**src/rtl/spindle_scheduler.sv**
```systemverilog
// spindle_scheduler: time-multiplexes one spindle core over N_SPINDLE muscles x 3 fibers per tick.
// Optional watchdog abort in WAIT is built when SPINDLE_WATCHDOG_EN is defined.
module spindle_scheduler #(
    parameter int N_SPINDLE = 4,
    parameter int IDX_W     = 2,
    parameter int TIMEOUT   = 64
) (
    input  logic             clk,
    input  logic             reset,
    input  logic             tick,
    input  logic             enable,
    output logic             core_start,
    output logic [1:0]       core_fiber,
    output logic [IDX_W-1:0] core_idx,
    input  logic             core_done,
    output logic             st_wr_en,
    output logic             out_wr_en,
    output logic             busy,
    output logic             step_done,
    output logic             overrun,
    output logic             timeout_err,
    input  logic             flag_clr
);
    typedef enum logic [2:0] {IDLE, ISSUE, WAIT, COMMIT, DONE} state_t;
    state_t state, state_n;
    logic [IDX_W-1:0] idx_n;
    logic [1:0] fib_n;
    logic abort, last_fib, last_idx;
    if (N_SPINDLE < 1 || IDX_W < 1 || TIMEOUT < 1) begin : g_param_check
        $error("spindle_scheduler: invalid parameters");
    end
    assign last_fib = core_fiber == 2'd2;
    assign last_idx = core_idx == IDX_W'(N_SPINDLE - 1);
`ifdef SPINDLE_WATCHDOG_EN
    localparam int CW = $clog2(TIMEOUT + 1);
    logic [CW-1:0] wd_cnt;
    always_ff @(posedge clk or posedge reset) begin
        if (reset) wd_cnt <= '0;
        else       wd_cnt <= (state != WAIT) ? '0 : wd_cnt + 1'b1;
    end
    assign abort = state == WAIT && !core_done && wd_cnt == CW'(TIMEOUT - 1);
    always_ff @(posedge clk or posedge reset) begin
        if (reset) timeout_err <= 1'b0;
        else       timeout_err <= abort | (timeout_err & ~flag_clr);
    end
`else
    assign abort = 1'b0;
    assign timeout_err = 1'b0;
`endif
    always_comb begin
        state_n = state;
        idx_n = core_idx;
        fib_n = core_fiber;
        case (state)
            IDLE:    state_n = (tick && enable) ? ISSUE : IDLE;
            ISSUE:   state_n = WAIT;
            WAIT:    state_n = abort ? IDLE : core_done ? COMMIT : WAIT;
            COMMIT: begin
                state_n = (last_fib && last_idx) ? DONE : ISSUE;
                fib_n = last_fib ? 2'd0 : core_fiber + 2'd1;
                idx_n = (last_fib && !last_idx) ? core_idx + 1'b1 : core_idx;
            end
            default: state_n = IDLE;
        endcase
        // index/fiber are zero whenever the FSM rests in IDLE
        if (state_n == IDLE) begin
            idx_n = '0;
            fib_n = '0;
        end
    end
    always_ff @(posedge clk or posedge reset) begin
        if (reset) begin
            state      <= IDLE;
            core_idx   <= '0;
            core_fiber <= '0;
            core_start <= 1'b0;
            st_wr_en   <= 1'b0;
            out_wr_en  <= 1'b0;
            busy       <= 1'b0;
            step_done  <= 1'b0;
            overrun    <= 1'b0;
        end else begin
            state      <= state_n;
            core_idx   <= idx_n;
            core_fiber <= fib_n;
            core_start <= state_n == ISSUE;
            st_wr_en   <= state_n == COMMIT;
            out_wr_en  <= state_n == COMMIT && fib_n == 2'd2;
            busy       <= state_n != IDLE;
            step_done  <= state_n == DONE;
            overrun    <= (tick && state != IDLE) | (overrun & ~flag_clr);
        end
    end
endmodule
```
**config.mk**
```make
export PLATFORM = sky130hd
export DESIGN_NAME = spindle_scheduler
export DESIGN_NICKNAME = d
export VERILOG_FILES = /design/src/rtl/spindle_scheduler.sv
export SDC_FILE = /design/constraint.sdc
export NUM_CORES = 1
export LEC_CHECK = 0
export ABC_AREA = 1
export CORE_MARGIN = 2
export CORE_UTILIZATION = 48
export DETAILED_ROUTE_END_ITERATION = 12
export GPL_ROUTABILITY_DRIVEN = 0
export PLACE_DENSITY = 0.8
export SLEW_MARGIN = 20
export SYNTH_ARGS = -nofsm -noshare
export SYNTH_HDL_FRONTEND = slang
export SYNTH_SLANG_ARGS = --single-unit
```
**constraint.sdc**
```tcl
create_clock -name clk -period 2.95 [get_ports clk]
set_input_delay 0.4425 -clock clk [delete_from_list [all_inputs] [get_ports clk]]
set_output_delay 0.4425 -clock clk [all_outputs]
set_load 0.05 [all_outputs]
```
# Yosys cells after proc, flatten, opt, wreduce, memory -nomap -nowiden
# Index checks and enable logic that the tools add are counted.
# W data, S select, Z words.
dict set report op_classes {
  muxes 10
  n_eq_ne 9
  n_reduce_logical 13
  n_addsub 2
  bitwise_logic 3
}
# cell count
set op_table {}
lappend op_table {{$mux W2} 6}
lappend op_table {{$pmux W3 S4} 1}
lappend op_table {{$eq A3 B2 Y1 const B} 3}
lappend op_table {{$eq A2 B2 Y1 const B} 3}
lappend op_table {{$eq A3 B1 Y1 const B} 2}
lappend op_table {{$logic_not A3 Y1} 2}
lappend op_table {{$reduce_bool A3 Y1} 2}
lappend op_table {{$logic_and A1 B1 Y1} 5}
lappend op_table {{$add A2 B1 Y2 const B} 2}
lappend op_table {{$reduce_bool A2 Y1} 2}
lappend op_table {{$eq A3 B3 Y1 const B} 1}
lappend op_table {{$mux W3} 1}
lappend op_table {{$mux W1} 2}
lappend op_table {{$reduce_and A2 Y1} 1}
lappend op_table {{$and A1 B1 Y1} 1}
lappend op_table {{$logic_not A1 Y1} 1}
lappend op_table {{$not A1 Y1} 1}
lappend op_table {{$or A1 B1 Y1} 1}
dict set report word_totals {
  out_inout_bits 11
  regBits 13
  in_bits 6
}

# Depth between registers and ports, before layout
# Gate-level depths: netlist (run 1).
dict set report depth {
  ltp_word 8
  mapped_depth 7
  depth_no_buf 7
}

# Least setup slack after synthesis (run 1)
# OpenSTA, ideal clock, no wires.
dict set report synth_timing {
  kind {register -> register}
  startpoint {reg core_idx[0]}
  endpoint {reg core_idx[0]}
  path_stages_with_launch 7
  synth_period_minus_slack_ps 1511
  slack_ps 1439
  arrival_ps 1392
  n_path_buf 0
  path_cell_list {dfrtp_1 -> ha_1 -> nand3_1 -> nand2_1 -> nand3_4 -> nor2_4 -> nor2_2}
}
dict set report synth_via {
  elab_chain_cells 7
}
# item line
set synth_lines {}
lappend synth_lines {{start, declared} 14} ;# output logic [IDX_W-1:0] core_idx,
lappend synth_lines {{start signal, assigned} 84} ;# core_idx <= idx_n;
lappend synth_lines {{$eq A2 B2 Y1 (*)} 33} ;# assign last_idx = core_idx == IDX_W'(N_SPINDLE - 1);
lappend synth_lines {{$logic_and A1 B1 Y1 (*)} 59} ;# state_n = (last_fib && last_idx) ? DONE : ISSUE;
lappend synth_lines {{$mux W3 (*)} 59}
lappend synth_lines {{$pmux W3 S4 (*)} 54} ;# case (state)
lappend synth_lines {{named net state_n[0]} 25} ;# state_t state, state_n;
lappend synth_lines {{$logic_not A3 Y1 (*)} 66} ;# if (state_n == IDLE) begin
lappend synth_lines {{$reduce_bool A2 Y1 (no line)} n/a}
lappend synth_lines {{$reduce_and A2 Y1 (no line)} n/a}
# Mark *: on every way through the listed nets, which the timed path passes. The rest lies on a longest branch. The select of a mux whose other input is x is not followed.
# A chain may end at the register's enable or synchronous reset.

# Worst setup path after layout (run 1)
dict set report layout_timing {
  startpoint {reg core_fiber[1]}
  endpoint {out core_fiber[1]}
}
# item line
set layout_lines {}
lappend layout_lines {{start, declared} 13} ;# output logic [1:0] core_fiber,
lappend layout_lines {{start signal, assigned} 85} ;# core_fiber <= fib_n;
# No word-level cell between the ends.

==> summary.md, run 1 <==
| Metric | Value |
|---|---|
| Outcome | `complete, no violations` |
| Post_cts resized | `0` |
| Via-to-Cell Ratio | `4.71` |
| Top-area cell type share of the netlist area | `0.521` |
| Clock tree root driver cell | `clkbuf_4` |
| CP startpoint kind | `register` |
| Largest net degree at the start of global routing | `14` |
| Crit path max-delay cell type | `clkdlybuf4s50_1` |
| Max-cap violations | `0` |
| P_leak | `0.428 nW` |
| R2r setup slk | `1.57 ns` |
| PortBufs | `15` |
| Endpoint type of the worst setup path | `primary output` |
| Clk sink count | `13` |
| Post-Syn Nets | `75` |
| Slew Viols, Final | `0` |
| DRT antenna net count | `0` |
| # hold bufs at CTS | `0` |
| Crit-path max FO | `6` |
| Total Nets Final | `94` |
| Critical Path RT | `2.51 ns` |
| CTS tree | `built` |
| Largest cells by area after synthesis | `dfrtp_1 52%, inv_1 9.6%, nand2_1 6.0%` |
| Post-route DRC violation count | `0` |
| Critical path type | `register to primary output` |
| Vias | `471` |
| Reg2reg start | `core_idx[0]$_DFFE_PP0P_` |
| Vias in the first global route | `420` |
| Post-CTS setup buffers | `0` |
| Register bit total from synthesis | `13` |
| Leading cell types by count after synthesis | `16 x inv_1, 13 x dfrtp_1, 10 x nand2_1` |
| Final worst slack | `0.958 ns` |
| Die height | `40.1 µm` |
| CP max stage delay | `0.84 ns` |
| Max Fclk | `502 MHz` |
| VDD IR max | `0.634 mV` |
| Drt wl/cell | `11.4 µm` |
| Yosys top cell by area | `dfrtp_1` |
| Layout cell share with drive strength beyond 1 | `0.163` |
| Die width | `40.1 µm` |
| Final period util | `0.675` |
| YS warnings | `0` |
| Main synth FF type | `dfrtp_1` |
| Worst min-delay path class | `primary input to async pin` |
| Syn Area/Cell | `9.18 µm²` |
| Rel. slew slack | `0.666` |
| First-pass GRT wire length | `1770 µm` |
| Cts bufs inserted | `3` |
| WP buf/inv | `1` |
| Synth Instances | `68` |
| Crit path max-delay family | `buffers and inverters` |
| Area grow syn2layout | `30.1%` |
| Gr usage total | `0.181` |
| RSZ-0062 raised after global routing | `no` |
| Final min period | `1.99 ns` |
| Hold Vio Cnt, Final | `0` |
| Worst slack at placement | `1.27 ns` |
| Ports | `17` |
| Post-synth EDFFs | `0` |
| Largest buffer count on any clock path | `2` |
| Detailed Place HPWL | `876 µm` |
| Clk_lat worst skew | `0.28 ns` |
| Pwr/cell area | `1050 nW/µm²` |
| Placed Cells | `96` |
| Cells on worst reg2reg path | `5` |
| GRT Residual Overflow | `0` |
| CP arrival | `1.55 ns` |
| Row count | `12` |
| Core Box Area | `1160 µm²` |
| # H-tree levels | `1` |
| Clock Skews | `0.00501 ns` |
| Worst-Margin Slew | `0.499 ns` |
| CTS clk-pin slew, worst paths | `0.08 ns` |
| Iteration-0 DRC count of the detailed router | `6` |
| Die Area | `1610 µm²` |
| Mapped Area | `624 µm²` |
| Initial core utilization | `0.540` |
| Seq/Total Area, Yosys | `0.521` |
| Fillers | `95` |
| Drt total wl | `1140 µm` |
| Final setup vio count | `0` |
| TNS Setup | `0 ns` |
| Synth unique cells | `19` |
| Fin cells | `100` |
| FF-to-FF End | `core_idx[0]$_DFFE_PP0P_` |
| TritonRoute pass-1 iters | `4` |
| Antenna violations before repair | `0` |
| Fraction of registers with async set or reset after synthesis | `1.00` |
| Crit-path cells | `clkdlybuf4s50_1` |
| Top-count cell post-synth | `inv_1` |
| ANT cells | `0` |
power by group:
group	internal, mW	switching [mW]	leakage [nW]
Clock	0.0503	0.0585	0.0177
Sequential	0.230	0.0435	0.168
Combinational	0.156	0.317	0.242
kinds of logic (layout without fill, tap and decap cells):
family | count (synthesis) | in the layout | synth area share
other | 1 | 1 | 0.00601
DFF | 13 | 13 | 0.521
adders and majority gates | 1 | 1 | 0.0200
AOI/OAI and AO/OA | 6 | 6 | 0.0762
buffers and inverters | 18 | 36 | 0.114
and+or+nand+nor | 28 | 28 | 0.249
xor gates and xnor gates | 1 | 1 | 0.0140
flip-flops by register name, summed over array words and instances, names as in the netlist:
register	count
st_wr_en	1
out_wr_en	1
core_fiber	2
step_done	1
core_start	1
busy	1
overrun	1
state	3
core_idx	2
through the flow:
stage | util | instance area, µm² | power, mW | hold slack (ns)
after floorplan | - | 624 | 0.621 | 0.319
after global placement | 0.679 | 785 | 0.734 | 0.532
after detailed placement | 0.679 | 785 | 0.750 | 0.535
after CTS | 0.702 | 812 | 0.860 | 0.485
after global routing | 0.702 | 812 | 0.909 | 0.530
final | 0.702 | 812 | 0.855 | 0.468
cell usage in the layout, fill, tap and decap left out, drive strengths merged:
cell type	synthesis	layout
clkbuf	0	3
ha	1	1
o21ai	4	4
xnor2	1	1
clkdlybuf4s50	0	15
nand3	5	5
nor2	9	9
o21bai	1	1
nand3b	1	1
inv	17	17
conb	1	1
a21oi	1	1
clkinv	0	1
dfrtp	13	13
nand4	1	1
nand2	12	12
worst max-delay path by stage:
stage / startpoint / end / slack [ns] / cells after the start
floorplan: core_idx[0]$_DFFE_PP0P_ / core_idx[0]$_DFFE_PP0P_ / 1.44 / 6
global placement: core_fiber[1]$_DFF_PP0_ / core_fiber[1] / 1.29 / 1
detailed placement: core_fiber[1]$_DFF_PP0_ / core_fiber[1] / 1.27 / 1
CTS: core_fiber[1]$_DFF_PP0_ / core_fiber[1] / 0.96 / 1
global route: core_fiber[1]$_DFF_PP0_ / core_fiber[1] / 0.90 / 1
finish: core_fiber[1]$_DFF_PP0_ / core_fiber[1] / 0.96 / 1
layer usage:
layer  share of wire  global-route usage
met5               0                   0
met4           0.013               0.103
met3           0.060              0.0333
met2            0.51               0.327
met1            0.41               0.196
area by class of cell:
class,count,area [µm²],share of cell area
tap,14,17.5,0.0216
inverter,17,63.8,0.0786
sequential,13,325,0.401
clock inverter,1,5.00,0.00616
clock buffer,3,22.5,0.0277
multi-input combinational,37,228,0.280
timing repair buffer,15,150,0.185
Note: power is estimated with default switching activity, not from simulation.
==> run 2: changes to the inputs <==
- CORE_UTILIZATION: 48 -> 45
- PLACE_DENSITY: 0.8 -> 0.75
- clock period: 2.95 -> 2 ns (I/O delays scaled with it)
==> summary.md, run 2 (synthesis results as in run 1) <==
| Metric | Value |
|---|---|
| CP max stage delay | `0.84 ns (about the same)` |
| CTS clk-pin slew, worst paths | `0.07 ns (about the same)` |
| Endpoint type of the worst setup path | `primary output` |
| P_leak | `0.425 nW (-0.64%)` |
| Gr usage total | `0.154 (-0.0271)` |
| Pwr/cell area | `1530 nW/µm² (+45%)` |
| Worst min-delay path class | `primary input to async pin` |
| Overall power | `1.24 mW (+45%)` |
| Critical Path RT | `1.70 ns (-0.81 ns)` |
| Initial core utilization | `0.480 (-0.0602)` |
| Hold Vio Cnt, Final | `0 (unchanged)` |
| FF+latch area | `325 µm² (unchanged)` |
| Vias | `458 (-2.8%)` |
| Antenna violations before repair | `0 (unchanged)` |
| Clk sink count | `13 (unchanged)` |
| Clock tree root driver cell | `clkbuf_4` |
| Detailed Place HPWL | `794 µm (-9.3%)` |
| CP arrival | `1.54 ns (about the same)` |
| Fillers | `118 (+24%)` |
| Largest register FFs | `3 (unchanged)` |
| Final min period | `1.84 ns` |
| Post-route DRC violation count | `0 (unchanged)` |
| Drt wl/cell | `9.90 µm (-13%)` |
| First-pass GRT wire length | `1570 µm (-11%)` |
| Slew Viols, Final | `0 (unchanged)` |
| Die width | `41.3 µm (+3.0%)` |
| # H-tree levels | `1 (unchanged)` |
| Post-CTS setup buffers | `0 (unchanged)` |
| Largest regs | `state (3), core_fiber (2), core_idx (2)` |
| TNS Setup | `0 ns (unchanged)` |
| Largest net degree at the start of global routing | `14 (unchanged)` |
| Core Box Area | `1300 µm² (+13%)` |
| RSZ-0062 raised after global routing | `no` |
| Area grow syn2layout | `30.1% (unchanged)` |
| # hold bufs at CTS | `0 (unchanged)` |
| CTS tree | `built` |
| WP buf/inv | `1 (unchanged)` |
| DRT antenna net count | `0 (unchanged)` |
| Largest buffer count on any clock path | `2 (unchanged)` |
| PortBufs | `15 (unchanged)` |
| Ports | `17 (unchanged)` |
| Biggest register | `state` |
| Max-cap violations | `0 (unchanged)` |
| Vias in the first global route | `382 (-9.0%)` |
| Final period util | `0.918` |
| Multi-input logic area | `228 µm² (unchanged)` |
| Clock Skews | `0.000225 ns (-0.00479 ns)` |
| Most common cell after layout, fill and taps aside | `inv_1` |
| Drt total wl | `1000 µm (-12%)` |
| Cts bufs inserted | `3 (unchanged)` |
| TritonRoute pass-1 iters | `3 (-1)` |
| Leading cell types in the layout, fill and taps excluded | `16 x inv_1, 15 x clkdlybuf4s50_1, 13 x dfrtp_1, 10 x nand2_1, 5 x nor2_1` |
| Rel. slew slack | `0.666 (about the same)` |
| Die Area | `1700 µm² (+6.0%)` |
| Worst-Margin Slew | `0.499 ns (+0.0000286 ns)` |
| Layout cell share with drive strength beyond 1 | `0.151 (-0.0116)` |
| Row count | `13 (+1)` |
| Final setup vio count | `0 (unchanged)` |
| Iteration-0 DRC count of the detailed router | `9 (+3)` |
| Critical path type | `register to primary output` |
| Crit path max-delay family | `buffers and inverters` |
| VDD IR max | `0.827 mV (+31%)` |
| Die height | `41.3 µm (+3.0%)` |
| ANT cells | `0 (unchanged)` |
| Post_cts resized | `0 (unchanged)` |
| Total Nets Final | `94 (unchanged)` |
| Max Fclk | `545 MHz` |
| Crit-path cells | `clkdlybuf4s50_1` |
| Crit-path max FO | `6 (unchanged)` |
| Outcome | `complete, no violations` |
| Via-to-Cell Ratio | `4.53 (-3.7%)` |
| Clk_lat worst skew | `0.27 ns (about the same)` |
| Crit path max-delay cell type | `clkdlybuf4s50_1` |
| CP startpoint kind | `register` |
| GRT Residual Overflow | `0 (unchanged)` |
## run 2: cell types whose count changed in the layout (fill, tap and decap cells not counted)
cell      previous run  this run
clkinv_2             1         0
clkbuf_1             0         1
## run 2: final timing paths
check	from	endpoint	slack [ns]	cells past startpoint
hold reg to reg	overrun$_DFF_PP0_	overrun$_DFF_PP0_	0.55	2
setup / recovery	core_fiber[1]$_DFF_PP0_	core_fiber[1]	0.16	1
min in group clk	overrun$_DFF_PP0_	overrun$_DFF_PP0_	0.55	2
max in group asynchronous	reset	overrun$_DFF_PP0_	1.34	2
setup reg to reg	core_idx[0]$_DFFE_PP0P_	busy$_DFF_PP0_	0.67	7
hold / removal	reset	step_done$_DFF_PP0_	0.35	2
## run 2: report_power, final
group          internal (mW)  total, mW  switching, mW
Combinational          0.230      0.687          0.458
Sequential             0.340      0.398         0.0578
Clock                 0.0772      0.155         0.0779
## run 2: cell type report
type / instances / share of cell area
inverters: 17 / 0.0786
repair buffers: 15 / 0.185
well taps: 15 / 0.0231
multi-input cells: 37 / 0.280
clock buffers: 4 / 0.0324
flip-flops and latches: 13 / 0.401
## run 2: per-stage QoR
stage / setup WS (ns) / cells / hold WS [ns] / util / instance area [µm²]
final: 0.164 / 101 / 0.345 / 0.624 / 812
after global routing: 0.121 / 101 / 0.411 / 0.624 / 812
after CTS: 0.162 / 101 / 0.360 / 0.624 / 812
after detailed placement: 0.469 / 97 / 0.553 / 0.604 / 786
after global placement: 0.484 / 97 / 0.529 / 0.604 / 786
after floorplan: 0.489 / 68 / 0.177 / - / 624
## run 2: per-layer routing
layer	up-vias	GRT usage	wire, µm
met5	-	0	0
met4	0	0.121	10
met3	2	0.0326	61
met2	15	0.234	458
met1	204	0.188	469
li1	237	-	-
